==> src/rtl/smvm_stream.sv <==
`timescale 1ns/1ps
// Streaming sparse-matrix x dense-vector engine: header, vector, then row-major nonzeros with
// end-of-row flags; row sums go to an output FIFO. Define SMVM_SAT_EN for saturating accumulation.
module smvm_stream #(
    parameter int unsigned DATA_W    = 8,
    parameter int unsigned IDX_W     = 8,
    parameter int unsigned MAX_COLS  = 128,
    parameter int unsigned ACC_W     = 24,
    parameter int unsigned OUT_DEPTH = 4
) (
    input  logic              clk,
    input  logic              rst,
    input  logic              in_valid_i,
    output logic              in_ready_o,
    input  logic [DATA_W-1:0] in_val_i,
    input  logic [IDX_W-1:0]  in_col_i,
    input  logic              in_eor_i,
    output logic              out_valid_o,
    input  logic              out_ready_i,
    output logic [ACC_W-1:0]  out_data_o,
    output logic [IDX_W-1:0]  out_row_o,
    output logic              busy_o,
    output logic              done_o,
    output logic              err_o
);

    localparam int unsigned ProdW = 2 * DATA_W;
    localparam int unsigned VIdxW = (MAX_COLS > 1) ? $clog2(MAX_COLS) : 1;
    localparam int unsigned PtrW  = $clog2(OUT_DEPTH);
    localparam int unsigned CntW  = $clog2(OUT_DEPTH + 1);

    typedef enum logic [1:0] {StIdle, StVecIn, StMatIn, StDrain} state_e;

    state_e              state_q, state_d;
    logic [DATA_W-1:0]   rows_q, rows_d;
    logic [IDX_W-1:0]    cols_q, cols_d;
    logic [IDX_W-1:0]    vec_cnt_q, vec_cnt_d;
    logic [DATA_W-1:0]   row_cnt_q, row_cnt_d;

    logic signed [DATA_W-1:0] vec_q [MAX_COLS];

    logic                s1_valid_q, s1_eor_q, s1_last_q;
    logic signed [ProdW-1:0] s1_prod_q;
    logic [IDX_W-1:0]    s1_row_q;

    logic signed [ACC_W-1:0] acc_q;
    logic                s2_valid_q, s2_last_q;
    logic [ACC_W-1:0]    s2_data_q;
    logic [IDX_W-1:0]    s2_row_q;

    logic [ACC_W-1:0]    fifo_data_q [OUT_DEPTH];
    logic [IDX_W-1:0]    fifo_row_q [OUT_DEPTH];
    logic [PtrW-1:0]     wr_ptr_q, rd_ptr_q;
    logic [CntW-1:0]     fifo_cnt_q;

    logic                err_q, done_q;

    logic                ready_int, accept, room;
    logic                hdr_err, vec_we, mat_acc, col_ok;
    logic [VIdxW-1:0]    rd_idx;
    logic signed [DATA_W-1:0] vec_rd;
    logic signed [ProdW-1:0]  prod;
    logic signed [ACC_W-1:0]  prod_ext, sum;
    logic                push, pop;

    // In-flight eor beats plus queued results must never exceed the FIFO depth.
    assign room = (32'(fifo_cnt_q) + 32'(s1_eor_q) + 32'(s2_valid_q)) < OUT_DEPTH;

    always_comb begin
        ready_int = 1'b0;
        case (state_q)
            StIdle, StVecIn: ready_int = 1'b1;
            StMatIn:         ready_int = room;
            default:         ready_int = 1'b0;
        endcase
    end

    assign in_ready_o = ready_int & ~rst;
    assign accept     = in_valid_i & in_ready_o;
    assign col_ok     = in_col_i < cols_q;

    always_comb begin
        state_d   = state_q;
        rows_d    = rows_q;
        cols_d    = cols_q;
        vec_cnt_d = vec_cnt_q;
        row_cnt_d = row_cnt_q;
        hdr_err   = 1'b0;
        vec_we    = 1'b0;
        mat_acc   = 1'b0;
        case (state_q)
            StIdle: begin
                if (accept) begin
                    if (32'(in_col_i) > MAX_COLS) begin
                        hdr_err = 1'b1;
                    end else if (in_val_i != '0 && in_col_i != '0) begin
                        rows_d    = in_val_i;
                        cols_d    = in_col_i;
                        vec_cnt_d = '0;
                        row_cnt_d = '0;
                        state_d   = StVecIn;
                    end
                end
            end
            StVecIn: begin
                if (accept) begin
                    vec_we    = 1'b1;
                    vec_cnt_d = vec_cnt_q + IDX_W'(1);
                    if (vec_cnt_q == cols_q - IDX_W'(1)) begin
                        state_d = StMatIn;
                    end
                end
            end
            StMatIn: begin
                if (accept) begin
                    mat_acc = 1'b1;
                    if (in_eor_i) begin
                        row_cnt_d = row_cnt_q + DATA_W'(1);
                        if (row_cnt_q == rows_q - DATA_W'(1)) begin
                            state_d = StDrain;
                        end
                    end
                end
            end
            StDrain: begin
                if (!s1_valid_q && !s2_valid_q) begin
                    state_d = StIdle;
                end
            end
            default: state_d = StIdle;
        endcase
    end

    always_ff @(posedge clk) begin
        if (rst) begin
            state_q   <= StIdle;
            rows_q    <= '0;
            cols_q    <= '0;
            vec_cnt_q <= '0;
            row_cnt_q <= '0;
        end else begin
            state_q   <= state_d;
            rows_q    <= rows_d;
            cols_q    <= cols_d;
            vec_cnt_q <= vec_cnt_d;
            row_cnt_q <= row_cnt_d;
        end
    end

    // Vector store is deliberately never cleared; only entries below cols are ever read.
    always_ff @(posedge clk) begin
        if (vec_we) begin
            vec_q[vec_cnt_q[VIdxW-1:0]] <= $signed(in_val_i);
        end
    end

    assign rd_idx = col_ok ? in_col_i[VIdxW-1:0] : '0;
    assign vec_rd = vec_q[rd_idx];
    assign prod   = col_ok ? ProdW'($signed(in_val_i)) * ProdW'(vec_rd) : '0;

    always_ff @(posedge clk) begin
        if (rst) begin
            s1_valid_q <= 1'b0;
            s1_eor_q   <= 1'b0;
            s1_last_q  <= 1'b0;
            s1_prod_q  <= '0;
            s1_row_q   <= '0;
        end else begin
            s1_valid_q <= mat_acc;
            s1_eor_q   <= mat_acc & in_eor_i;
            s1_last_q  <= row_cnt_q == rows_q - DATA_W'(1);
            s1_prod_q  <= prod;
            s1_row_q   <= IDX_W'(row_cnt_q);
        end
    end

    assign prod_ext = ACC_W'(s1_prod_q);

`ifdef SMVM_SAT_EN
    localparam logic signed [ACC_W-1:0] AccMax = {1'b0, {(ACC_W-1){1'b1}}};
    localparam logic signed [ACC_W-1:0] AccMin = {1'b1, {(ACC_W-1){1'b0}}};

    logic signed [ACC_W:0] sum_wide;
    logic                  sat_q, sat_hit;

    // Once a row clamps it stays clamped until its eor.
    always_comb begin
        sum_wide = (ACC_W+1)'(acc_q) + (ACC_W+1)'(prod_ext);
        sat_hit  = sat_q;
        sum      = sum_wide[ACC_W-1:0];
        if (sat_q) begin
            sum = acc_q;
        end else if (sum_wide[ACC_W] != sum_wide[ACC_W-1]) begin
            sum     = sum_wide[ACC_W] ? AccMin : AccMax;
            sat_hit = 1'b1;
        end
    end

    always_ff @(posedge clk) begin
        if (rst) begin
            sat_q <= 1'b0;
        end else if (s1_valid_q) begin
            sat_q <= s1_eor_q ? 1'b0 : sat_hit;
        end
    end
`else
    assign sum = acc_q + prod_ext;
`endif

    always_ff @(posedge clk) begin
        if (rst) begin
            acc_q      <= '0;
            s2_valid_q <= 1'b0;
            s2_last_q  <= 1'b0;
            s2_data_q  <= '0;
            s2_row_q   <= '0;
        end else begin
            s2_valid_q <= s1_valid_q & s1_eor_q;
            if (s1_valid_q) begin
                if (s1_eor_q) begin
                    acc_q     <= '0;
                    s2_data_q <= sum;
                    s2_row_q  <= s1_row_q;
                    s2_last_q <= s1_last_q;
                end else begin
                    acc_q <= sum;
                end
            end
        end
    end

    assign push = s2_valid_q;
    assign pop  = out_valid_o & out_ready_i;

    always_ff @(posedge clk) begin
        if (push) begin
            fifo_data_q[wr_ptr_q] <= s2_data_q;
            fifo_row_q[wr_ptr_q]  <= s2_row_q;
        end
    end

    always_ff @(posedge clk) begin
        if (rst) begin
            wr_ptr_q   <= '0;
            rd_ptr_q   <= '0;
            fifo_cnt_q <= '0;
        end else begin
            if (push) begin
                wr_ptr_q <= (wr_ptr_q == PtrW'(OUT_DEPTH - 1)) ? '0 : wr_ptr_q + PtrW'(1);
            end
            if (pop) begin
                rd_ptr_q <= (rd_ptr_q == PtrW'(OUT_DEPTH - 1)) ? '0 : rd_ptr_q + PtrW'(1);
            end
            case ({push, pop})
                2'b10:   fifo_cnt_q <= fifo_cnt_q + CntW'(1);
                2'b01:   fifo_cnt_q <= fifo_cnt_q - CntW'(1);
                default: fifo_cnt_q <= fifo_cnt_q;
            endcase
        end
    end

    always_ff @(posedge clk) begin
        if (rst) begin
            err_q  <= 1'b0;
            done_q <= 1'b0;
        end else begin
            err_q  <= hdr_err | (mat_acc & ~col_ok);
            done_q <= s2_valid_q & s2_last_q;
        end
    end

    assign out_valid_o = fifo_cnt_q != '0;
    assign out_data_o  = out_valid_o ? fifo_data_q[rd_ptr_q] : '0;
    assign out_row_o   = out_valid_o ? fifo_row_q[rd_ptr_q] : '0;
    assign busy_o      = (state_q != StIdle) | s1_valid_q | s2_valid_q;
    assign done_o      = done_q;
    assign err_o       = err_q;

endmodule

==> config.mk <==
export PLATFORM = sky130hd
export DESIGN_NAME = smvm_stream
export DESIGN_NICKNAME = d
export VERILOG_FILES = /design/src/rtl/smvm_stream.sv
export SDC_FILE = /design/constraint.sdc
export NUM_CORES = 2
export LEC_CHECK = 0
export ABC_AREA = 0
export CAP_MARGIN = 0
export CELL_PAD_IN_SITES_DETAIL_PLACEMENT = 0
export CELL_PAD_IN_SITES_GLOBAL_PLACEMENT = 1
export CORE_ASPECT_RATIO = 0.7
export CORE_UTILIZATION = 50
export CTS_CLUSTER_SIZE = 12
export DETAILED_ROUTE_END_ITERATION = 16
export GPL_TIMING_DRIVEN = 0
export PLACE_DENSITY = 0.74
export SYNTH_ARGS = -nofsm -noshare
export SYNTH_HDL_FRONTEND = slang
export SYNTH_SLANG_ARGS = --single-unit
==> constraint.sdc <==
create_clock -name clk -period 12 [get_ports clk]
set_input_delay 2.4 -clock clk [delete_from_list [all_inputs] [get_ports clk]]
set_output_delay 2.4 -clock clk [all_outputs]
set_load 0.005 [all_outputs]
# Word-level counts from Yosys, hierarchy flattened
# Memory sizes are Yosys's and may differ from the RTL's. A register that Yosys moved wholly into a read port is not among the register bits.
# Index checks and enable logic that the tools add are counted.
[classes]
multipliers = 1
eq_ne = 18
n_reduce_logical = 19
add_sub_neg = 11
n_bitwise = 13
shifts = 0
n_div = 0
magnitude_cmp = 3
n_mux = 40
[op_table]
columns = ["op", "n"]
rows = [
  ["$mux W8", 7],
  ["$mux W24", 2],
  ["$pmux W8 S2", 2],
  ["$mux W2", 15],
  ["$add A24 B16 Y24", 1],
  ["$ne A2 B2 Y1 const B", 9],
  ["$add A8 B1 Y8 const B", 2],
  ["$eq A8 B8 Y1", 2],
  ["$mul A8 B8 Y16", 1],
  ["$reduce_bool A8 Y1", 2],
  ["$sub A8 B1 Y8 const B", 2],
  ["$eq A2 B2 Y1 const B", 5],
  ["$mux W1", 10],
  ["$reduce_and A9 Y1", 1],
  ["$gt A8 B8 Y1 const B", 1],
  ["$lt A8 B8 Y1", 1],
  ["$pmux W2 S4", 1],
  ["$reduce_bool A2 Y1", 4],
  ["$and A1 B1 Y1", 7],
  ["$mux W7", 1],
  ["$pmux W3 S2", 1],
  ["$reduce_and A6 Y1", 1],
  ["$add A4 B1 Y5", 1],
  ["$lt A5 B3 Y1 const B", 1],
  ["other kinds (16)", 25],
]
[word_totals]
latchBits = 0
ff_bits = 128
input_bits = 21
rom_bits = 0
output_inout_bits = 37
memories = 3
ramBits = 1152
word_cells = 128
[memory_table]
columns = ["name", "depth", "width", "rd", "rd_ports_with_merged_regs", "wr", "line", "rtl"]
rows = [
  ["vec_q", 128, 8, 1, 0, 1, "40", "logic signed [DATA_W-1:0] vec_q [MAX_COLS];"],
  ["fifo_data_q", 4, 24, 1, 1, 1, "51", "logic [ACC_W-1:0] fifo_data_q [OUT_DEPTH];"],
  ["fifo_row_q", 4, 8, 1, 1, 1, "52", "logic [IDX_W-1:0] fifo_row_q [OUT_DEPTH];"],
]

# Longest topological paths before layout
[logic_depth]
word_depth = 10
ltp_mapped = 36
depth_no_buf = 31

# Worst setup path before layout
# No wires, ideal clock.
[synth_path]
path_type = "input to register"
startpoint = "in in_col_i[0]"
endpoint = "reg s1_prod_q[15]"
setup_time_ps = 128
path_slack_ps = 2878
path_buffers = 5
stages = 33
arrival_ps = 8994
required_time_ps = 11872
cell_sequence = "buf_2 nand2b_4 a2111oi_4 o31ai_1 nor2_1 buf_2 buf_4 buf_4 buf_2 mux2i_1 a21oi_1 o32ai_1 nand4_1 a32oi_2 nor2b_1 fa_1 inv_1 fa_1 inv_1 fa_1 inv_1 fa_1 inv_1 ha_1 inv_1 o21ai_0 a21oi_1 nor2b_1 o21a_1 o31a_1 o41ai_1 xnor2_1 nor2_1"
[synth_between]
elab_chain_cells = 4
elab_cells_between_ends = 6
classes_between = "mul (1); order compare (1); mux (1); bitwise (1); reduce/logical (1); memory (1)"
[synth_lines]
columns = ["item", "line", "rtl"]
rows = [
  ["from (decl)", "16", "input logic [IDX_W-1:0] in_col_i,"],
  ["$lt A8 B8 Y1", "80", "assign col_ok = in_col_i < cols_q;"],
  ["$mux W7", "157", "assign rd_idx = col_ok ? in_col_i[VIdxW-1:0] : '0;"],
  ["$mem_v2 Z128 W8", "-", ""],
  ["$mul A8 B8 Y16", "159", "assign prod = col_ok ? ProdW'($signed(in_val_i)) * ProdW'(vec_rd) : '0;"],
  ["to (signal assigned)", "172", "s1_prod_q <= prod;"],
  ["to (decl)", "43", "logic signed [ProdW-1:0] s1_prod_q;"],
]
# Parallel ways exist; a longest one is shown, timed or not.
# A chain may end at the register's enable or synchronous reset.

# Final worst setup path
[layout_path]
startpoint = "in in_col_i[2]"
endpoint = "reg s1_prod_q[15]"
# The elaborated chain is that of the path after synthesis.

==> flow_metrics.env <==
export IMPL_synth_area_leaders="edfxtp_1 63%, dfxtp_1 4.7%, nor2_1 2.3%"
export IMPL_arrival_ps=12620
export IMPL_dpl_hpwl_um=152400
export IMPL_r2r_start="cols_q[7]"
export IMPL_syn_inst=4005
export IMPL_clk_path_buf_depth=3
export IMPL_worstHoldPathType="flip-flop to flip-flop"
export IMPL_tightest_slew_ps=1544
export IMPL_grt_pass1_wl_um=293900
export IMPL_critical_path_slowest_cell="a311oi_1"
export IMPL_vias_per_cell=6.889
export IMPL_ff_latch_area_mm2=0.03720
export IMPL_routedWlPerCell_um=37.96
export IMPL_dieWidth_um=398.0
export IMPL_p_seq_frac=0.434
export IMPL_fin_area_mm2=0.06164
export IMPL_synth_top_area_share=0.6303
export IMPL_fin_crit_ps=11980
export IMPL_post_route_period_util=0.9984
export IMPL_h_tree_depth=4
export IMPL_synthTopCellsByCount="1,152 x edfxtp_1, 343 x nor2_1, 300 x nand2_1, 217 x a21oi_1, 153 x clkbuf_1"
export IMPL_area_growth_pct=12.31
export IMPL_p_leak_nw=20.44
export IMPL_io_pin_count=58
export IMPL_postPlaceCellArea_mm2=0.05753
export IMPL_power_total_mw=11.29
export IMPL_clock_root_buffer="clkbuf_16"
export IMPL_violations="capacitance limit, slew limit"
export IMPL_post_place_ws_ps=-1806
export IMPL_cap_violations=4
export IMPL_multi_input_area_mm2=0.01628
export IMPL_dieArea_mm2=0.1111
export IMPL_timing_final_ws_setup_ps=18.72
export IMPL_core_mm2=0.1087
export IMPL_cts_buffers=132
export IMPL_cp_end_kind="flip-flop"
export IMPL_relSlewSlack=-0.02944
export IMPL_clk_latency_ps=790
export IMPL_finalHoldViolations=0
export IMPL_synth_seq_cells=1282
export IMPL_drive_above_1_share=0.09656
export IMPL_tns_ps=0
export IMPL_rsz0062_at_grt="false"
export IMPL_antenna_found_initial=11
export IMPL_fillers=8870
export IMPL_hold_start="s2_last_q"
export IMPL_syn_area_mm2=0.05488
export IMPL_whs_endpoint="s2_last_q"
export IMPL_critPathRequiredTime_ps=12630
export IMPL_drc_errors=0
export IMPL_drt_iter0_drc=7534
export IMPL_path_common_cell="inv_1"
export IMPL_ant_nets=0
export IMPL_grt_usage=0.3905
export IMPL_rows=101
export IMPL_yosysWarnings=0
export IMPL_wl_um=217500
export IMPL_sw_frac_of_total=0.3053
export IMPL_synth_edf_count=1152
export IMPL_synth_most_common_cell="edfxtp_1"
export IMPL_clkSlewWorstSetupHoldPaths_ps=60
export IMPL_synth_area_per_cell_um2=13.70
export IMPL_ys_flop_type="edfxtp_1"
export IMPL_clock_power_share=0.345
export IMPL_drv_slew=29
export IMPL_hold_depth=2
export IMPL_ff2ff_path_depth=31
export IMPL_cts_tree="built"
export IMPL_drtPass1Iterations=8
export IMPL_cts_sinks=1282
export IMPL_status="complete, but fails checks"
export IMPL_path_max_fanout=10
export IMPL_nNetsFinal=4357
export IMPL_portBuffers=55
export IMPL_p_per_area_mw_per_mm2=183.1
export IMPL_fmax_mhz=83.46
export IMPL_p_sw_mw=3.446
export IMPL_reg2reg_setup_slack_ps=1960
export IMPL_gr_total_overflow=0
export IMPL_timing_hold_ws_ps=454.4
export IMPL_seq_area_frac_synth=0.6777
export IMPL_finalSetupViolations=0
export IMPL_grt_start_max_net_pins=94
export IMPL_synth_area_leader_cell="edfxtp_1"
export IMPL_async_reset_ff_frac=0
export IMPL_grt_pass1_vias=35475
export IMPL_critPathMaxStageDelay_ps=760
export IMPL_vdd_drop_max_mv=0.4206
export IMPL_r2r_end="s1_prod_q[15]"
export IMPL_skew_ps=30.38
export IMPL_startpoint_type="input port"
export IMPL_syn_num_nets=4158
export IMPL_comb_power_share=0.221
export IMPL_worstSetupPathType="input port to flip-flop"
export IMPL_place_congestion=1.055
export IMPL_ys_types=96
export IMPL_die_h_um=279.2
export IMPL_via_count=39462
export IMPL_power_internal_mw=7.841
export IMPL_initial_utilization=0.5050
[cells in the final DEF (no fill, tap or decap), drive strengths merged, types with 39 or more instances in the layout]
cell	synthesis	final
a22oi	44	44
dfxtp	130	130
ha	74	74
mux2i	113	113
nor2b	39	39
nor3	87	87
buf	94	107
clkdlybuf4s50	0	45
clkbuf	153	323
edfxtp	1152	1152
o21ai	148	148
xnor2	46	46
fa	58	58
nor2	344	344
o221ai	63	63
a31oi	45	45
nand3	75	75
inv	121	127
a221oi	43	43
o22ai	72	72
nand2	301	301
and2	58	58
a21oi	218	218
a211oi	58	58
[power groups by stage]
stage                     logic [mW]  clock network (mW)  registers [mW]
after detailed placement        2.39                   0            5.00
final                           2.49                3.90            4.90
after floorplan                 1.53                   0            4.98
after global placement          2.37                   0            5.02
after CTS                       2.42                3.86            4.90
after global routing            2.71                4.02            4.90
[worst max path at each step]
stage,cells past startpoint,endpoint,from,slack [ps]
4_1_cts,34,s1_prod_q[15],in_col_i[3],40
6_report,31,s1_prod_q[15],in_col_i[2],20
3_3_place_gp,32,s1_prod_q[15],in_col_i[7],-2280
3_5_place_dp,32,s1_prod_q[15],in_col_i[7],-1810
2_1_floorplan,33,s1_prod_q[15],in_col_i[0],2880
5_1_grt,32,s1_prod_q[15],in_col_i[2],1
[cells by family after synthesis]
family / after synthesis / synth area share
fa+ha+maj: 132 / 0.03803
flops: 1282 / 0.6777
mux: 165 / 0.03805
compound gates: 943 / 0.1193
simple gates: 1034 / 0.08620
xor+xnor: 79 / 0.01261
buf+inv: 370 / 0.02811
[worst max-delay path: cells and delay by family]
| kind | cells | cell delay [ps] |
|---|---|---|
| buffers and inverters | 11 | 4060 |
| and+or+nand+nor | 4 | 550 |
| xor gates and xnor gates | 1 | 170 |
| AOI/OAI and AO/OA | 10 | 3090 |
| adders and majority gates | 5 | 2290 |
[through the flow]
step	util	std cells
4_1_cts	0.5659	5720
6_report	0.5672	5728
5_1_grt	0.5669	5719
3_3_place_gp	0.5267	5502
3_5_place_dp	0.5293	5514
2_1_floorplan	-	4005
[metal layers]
metal | wire length, um | global-route usage
met1 | 90000 | 0.5905
met5 | 121 | 0
met3 | 38120 | 0.1809
met2 | 81320 | 0.4832
met4 | 7892 | 0.1316
[state kept, by name, summed over array words and instances, names as in the netlist, 2 cells and up, named ones only]
name and count:
acc_q 24, state_q 2, fifo_cnt_q 3, s1_prod_q 16
fifo_row_q 32, cols_q 8, vec_cnt_q 8, rows_q 8
wr_ptr_q 2, fifo_data_q 96, s1_row_q 8, s2_data_q 24
row_cnt_q 8, s2_row_q 8, rd_ptr_q 2, vec_q 1024
[layout make-up]
cell class / count / share of cell area
buffer: 244 / 0.01861
timing repair buffer: 68 / 0.01342
tap: 1442 / 0.02927
sequential: 1282 / 0.6035
inverter: 123 / 0.007490
clock buffer: 170 / 0.05741
antenna: 9 / 0.0003654
multi-input combinational: 2353 / 0.2641
clock inverter: 37 / 0.005866
[timing repair]
item,in CTS,in global routing
gates resized for setup,24,69
hold buffers,0,0
endpoints found under the setup margin,8,5
buffers inserted,0,1
pin swaps,0,1
Note: power is estimated with default switching activity, not from simulation.
